==> config.mk <==
export PLATFORM = sky130hd
export DESIGN_NAME = bitty_fetch_unit
export DESIGN_NICKNAME = d
export VERILOG_FILES = /design/src/rtl/bitty_pkg.sv /design/src/rtl/bitty_fetch_unit_reg.sv /design/src/rtl/bitty_fetch_unit.sv
export SDC_FILE = /design/constraint.sdc
export NUM_CORES = 1
export LEC_CHECK = 0
export CAP_MARGIN = 40
export CORE_MARGIN = 2
export CORE_UTILIZATION = 43
export CTS_CLUSTER_DIAMETER = 30
export DETAILED_ROUTE_END_ITERATION = 12
export DONT_BUFFER_PORTS = 1
export MAX_ROUTING_LAYER = met4
export PLACE_DENSITY = 0.58
export REMOVE_ABC_BUFFERS = 1
export SLEW_MARGIN = 20
export SYNTH_ARGS = -nofsm -noshare
export SYNTH_HDL_FRONTEND = slang
export SYNTH_SLANG_ARGS = --single-unit
==> constraint.sdc <==
create_clock -name clk -period 1.9 [get_ports clk]
set_clock_uncertainty 0.1 [all_clocks]
set_input_delay 0.19 -clock clk [delete_from_list [all_inputs] [get_ports clk]]
set_output_delay 0.19 -clock clk [all_outputs]
set_load 0.1 [all_outputs]
==> src/rtl/bitty_pkg.sv <==
// Shared constants for the bitty fetch path: instruction width and the
// fetch FSM state encoding.
package bitty_pkg;

    localparam int INSTR_W = 16;

    typedef enum logic [2:0] {
        ST_IDLE      = 3'd0,
        ST_READ      = 3'd1,
        ST_LATCH     = 3'd2,
        ST_ISSUE     = 3'd3,
        ST_WAIT_DONE = 3'd4,
        ST_FINISH    = 3'd5
    } fetch_state_e;

endpackage

==> src/rtl/bitty_fetch_unit_reg.sv <==
// Load-enabled register with asynchronous active-low clear; holds the
// fetched instruction word.
module bitty_fetch_unit_reg #(
    parameter int W = 16
) (
    input  logic         clk_i,
    input  logic         rst_ni,
    input  logic         en_i,
    input  logic [W-1:0] d_i,
    output logic [W-1:0] q_o
);

    always_ff @(posedge clk_i or negedge rst_ni) begin
        if (!rst_ni) begin
            q_o <= '0;
        end else if (en_i) begin
            q_o <= d_i;
        end
    end

endmodule

==> src/rtl/bitty_fetch_unit.sv <==
// Fetch/issue sequencer for bitty_core: reads one instruction per step,
// issues it with a run pulse and waits for done. Optional done watchdog
// enabled by defining BITTY_FETCH_TIMEOUT_EN.
module bitty_fetch_unit
    import bitty_pkg::*;
#(
    parameter int ADDR_W   = 8,
    parameter int PROG_LEN = 256,
    parameter int TIMEOUT  = 64
) (
    input  logic               clk,
    input  logic               rst,
    input  logic               start,
    output logic [ADDR_W-1:0]  mem_addr,
    output logic               mem_rd,
    input  logic [INSTR_W-1:0] mem_data,
    output logic [INSTR_W-1:0] instruction,
    output logic               run,
    input  logic               done,
    output logic [ADDR_W-1:0]  pc,
    output logic               busy,
    output logic               finished,
    output logic               timeout_err
);

    localparam logic [ADDR_W-1:0] LAST_PC = ADDR_W'(PROG_LEN - 1);

    fetch_state_e      state_q, state_d;
    logic [ADDR_W-1:0] pc_q, pc_d;
    logic              latch_en;
    logic              timeout_hit;

`ifdef BITTY_FETCH_TIMEOUT_EN
    localparam int CNT_W = $clog2(TIMEOUT + 1);

    logic [CNT_W-1:0] cnt_q, cnt_d;
    logic             terr_q, terr_d;

    assign timeout_hit = (state_q == ST_WAIT_DONE) && !done &&
                         (cnt_q == CNT_W'(TIMEOUT - 1));

    // Counter restarts for every instruction; the flag clears on a new program.
    always_comb begin
        cnt_d  = (state_q == ST_WAIT_DONE) ? cnt_q + 1'b1 : '0;
        terr_d = terr_q;
        if ((state_q == ST_IDLE || state_q == ST_FINISH) && start) begin
            terr_d = 1'b0;
        end else if (timeout_hit) begin
            terr_d = 1'b1;
        end
    end

    always_ff @(posedge clk or negedge rst) begin
        if (!rst) begin
            cnt_q  <= '0;
            terr_q <= 1'b0;
        end else begin
            cnt_q  <= cnt_d;
            terr_q <= terr_d;
        end
    end

    assign timeout_err = terr_q;
`else
    assign timeout_hit = 1'b0;
    assign timeout_err = 1'b0;
`endif

    always_comb begin
        state_d  = state_q;
        pc_d     = pc_q;
        latch_en = 1'b0;
        case (state_q)
            ST_IDLE, ST_FINISH: begin
                if (start) begin
                    pc_d    = '0;
                    state_d = ST_READ;
                end
            end
            ST_READ:  state_d = ST_LATCH;
            ST_LATCH: begin
                latch_en = 1'b1;
                state_d  = ST_ISSUE;
            end
            ST_ISSUE: state_d = ST_WAIT_DONE;
            ST_WAIT_DONE: begin
                // pc stops at the last address so it can never wrap.
                if (done) begin
                    if (pc_q == LAST_PC) begin
                        state_d = ST_FINISH;
                    end else begin
                        pc_d    = pc_q + 1'b1;
                        state_d = ST_READ;
                    end
                end else if (timeout_hit) begin
                    state_d = ST_FINISH;
                end
            end
            default: state_d = ST_IDLE;
        endcase
    end

    always_ff @(posedge clk or negedge rst) begin
        if (!rst) begin
            state_q <= ST_IDLE;
            pc_q    <= '0;
        end else begin
            state_q <= state_d;
            pc_q    <= pc_d;
        end
    end

    bitty_fetch_unit_reg #(
        .W (INSTR_W)
    ) u_instr_reg (
        .clk_i  (clk),
        .rst_ni (rst),
        .en_i   (latch_en),
        .d_i    (mem_data),
        .q_o    (instruction)
    );

    assign mem_addr = pc_q;
    assign mem_rd   = (state_q == ST_READ);
    assign run      = (state_q == ST_ISSUE);
    assign pc       = pc_q;
    assign busy     = (state_q != ST_IDLE) && (state_q != ST_FINISH);
    assign finished = (state_q == ST_FINISH);

endmodule
==> results of run 1 <==
## state kept, by name (all words and copies together), names as in the netlist
name / count
state_q: 3
mem_addr: 8
u_instr_reg.q_o: 16
## placed cells by master, fill, tap and decap left out, types with 3 or more instances in the layout
cell type	instances
buf_4	33
dlygate4sd3_1	20
dfrtp_1	18
mux2_1	9
dfrtp_2	9
mux2_2	7
nand2_1	6
inv_1	5
o211ai_1	4
a31oi_1	4
nand3_1	3
a41oi_1	3
clkbuf_4	3
## path summary, 6_finish.rpt
path | start | endpoint | slack (ps) | cells after the start
worst max-delay path | state_q[0] | busy | 90 | 5
worst min-delay path | done | state_q[2] | 50 | 3
worst max register to register | state_q[1] | mem_addr[7] | 160 | 5
worst min register to register | u_instr_reg.q_o[13] | u_instr_reg.q_o[13] | 410 | 1
max in group asynchronous | rst | mem_addr[6] | 1350 | 2
min in group asynchronous | rst | u_instr_reg.q_o[4] | 180 | 2
## per-stage QoR
stage / worst slack, ps / setup TNS (ps)
after floorplan: -1170 / -11150
after global placement: 201 / 0
after detailed placement: 192 / 0
after CTS: 18.6 / 0
after global routing: -7.09 / -7.09
final: 91.6 / 0
## area by class of cell
class                           instances  area [um2]
Clock inverter                          1        7.51
Multi-Input combinational cell         65         527
Timing Repair Buffer                   55         479
Clock buffer                            3        22.5
Tap cell                               33        41.3
Fill cell                             248        1220
Inverter                                6        22.5
Sequential cell                        27         687
## routing by layer
layer | wire [um] | share of wire [%]
met1 | 1180 | 42
met2 | 1360 | 48
met3 | 251 | 8.9
met4 | 29 | 1.0
met5 | 0 | 0
## cells by family (layout without fill, tap and decap cells)
kind of cell,after synthesis,in the layout,synth area share [%]
fa+ha+maj,1,1,0.935
buf+inv,20,65,10.5
other cells,1,1,0.280
xor+xnor,1,1,0.655
compound gates,20,20,11.2
flops,27,27,50.5
mux,18,18,15.0
simple gates,24,24,10.9
## critical path, stage by stage, from the launching register on
cell	delay (ps)
dfrtp_2	460
buf_4	170
xor2_1	150
nor2_1	140
inv_1	70
buf_6	180
## what timing repair did
| item | 4_1_cts | 5_1_grt |
|---|---|---|
| gates resized for setup | 0 | 2 |
| hold buffers | 21 | 0 |
| setup endpoints to repair | 0 | 1 |
| hold endpoints to repair | 47 | 0 |
| buffers inserted | 0 | 1 |
==> results.json, run 1 <==
{
  "grt_antenna_before_repair": 0,
  "insertion_delay_ps": 330,
  "ys_warn_count": 0,
  "numClockSinks": 27,
  "firstDrtPassIters": 4,
  "cts_tree": "yes",
  "die_h_um": 59.8,
  "yosysUniqueCellTypes": 35,
  "area_delta_synth_final_pct": 33.6,
  "fin_crit_ps": 1810,
  "viasPerCell": 5.33,
  "core_um2": 3000,
  "crit_fanout": 7,
  "grt_max_degree": 28,
  "crit_type": "register to output pin",
  "vias": 1013,
  "grtUsageTotal_pct": 17.1,
  "critPathRequiredTime_ps": 1610,
  "slew_viol_final": 0,
  "final_util_pct": 59.5,
  "cts_buffers": 3,
  "synth_top_area_share_pct": 50.5,
  "async_reset_ff_share_pct": 100,
  "stdcell_count": 190,
  "place_area_um2": 1520,
  "io_pins": 57,
  "grt-busiest-layer": "met2",
  "drt_iter0_drc": 19,
  "maxCapViolCount": 0,
  "grt_first_pass_wirelength_um": 4480,
  "globalplace.congestion": 0.828,
  "synthTopCellsByCount": "27 x dfrtp_1, 9 x buf_4, 9 x mux2_1",
  "synth_flop_cell": "dfrtp_1",
  "cts_buffer_depth": 2,
  "yosysMostFrequentCell": "dfrtp_1",
  "seq_area_frac_synth_pct": 50.5,
  "yosysTopAreaCell": "dfrtp_1",
  "start_util_pct": 44.5,
  "synth_area_leaders": "dfrtp_1 51%, mux2_1 7.6%, mux2_2 5.9%, buf_4 5.1%, buf_6 3.4%",
  "routedWlPerCell_um": 14.8,
  "whs_ps": 54.1,
  "gr-usage-met2_pct": 28.9,
  "postLayoutCellArea_um2": 1790,
  "rows": 20,
  "port_buffers": 0,
  "htree_levels": 1,
  "worstPathArrival_ps": 1520,
  "nets": 179,
  "path_clk_slew_ps": 150,
  "use_met1_pct": 19.5,
  "drive_gt1_share_pct": 40.1,
  "routed_wirelength_um": 2820,
  "die_w_um": 59.8,
  "fmax_mhz": 553,
  "finalHoldViolCount": 0,
  "worst-slew-pin-transition_ps": 597,
  "drc": 0,
  "dpl.hpwl_um": 1920,
  "synth_cells": 112,
  "cts_root_buffer": "clkbuf_4",
  "maxSlewHeadroom_pct": 60.2,
  "grt_pass1_vias": 1002,
  "diodes": 0,
  "synth-seq-cells": 27,
  "hp-class": "primary input to register",
  "synth_edf_count": 0,
  "place_inst": 164,
  "syn_area_um2": 1340,
  "crit_path_start_kind": "register",
  "synth_area_per_cell_um2": 11.9,
  "setup_viol": 0,
  "endpoint_kind": "output pin",
  "use_met3_pct": 5.19,
  "ant_nets": 0,
  "finalCritPeriodShare_pct": 95.2,
  "status": "completed",
  "overflow": 0,
  "dieArea_um2": 3570
}
Power of run 1 is left out: the tool's default activity adds up to more than one toggle a clock period on the data nets, which glitch-free logic cannot reach.
==> inputs of run 2 (changes only) <==
--- a/config.mk
+++ b/config.mk
@@ -14,7 +14,7 @@
 export MAX_ROUTING_LAYER = met4
 export PLACE_DENSITY = 0.58
 export REMOVE_ABC_BUFFERS = 1
-export SLEW_MARGIN = 20
+export SLEW_MARGIN = 15
 export SYNTH_ARGS = -nofsm -noshare
 export SYNTH_HDL_FRONTEND = slang
 export SYNTH_SLANG_ARGS = --single-unit
==> results of run 2 <==
No change in the layout: final DEF, timing and power equal those of run 1.
Power of run 2 is left out for the same reason.
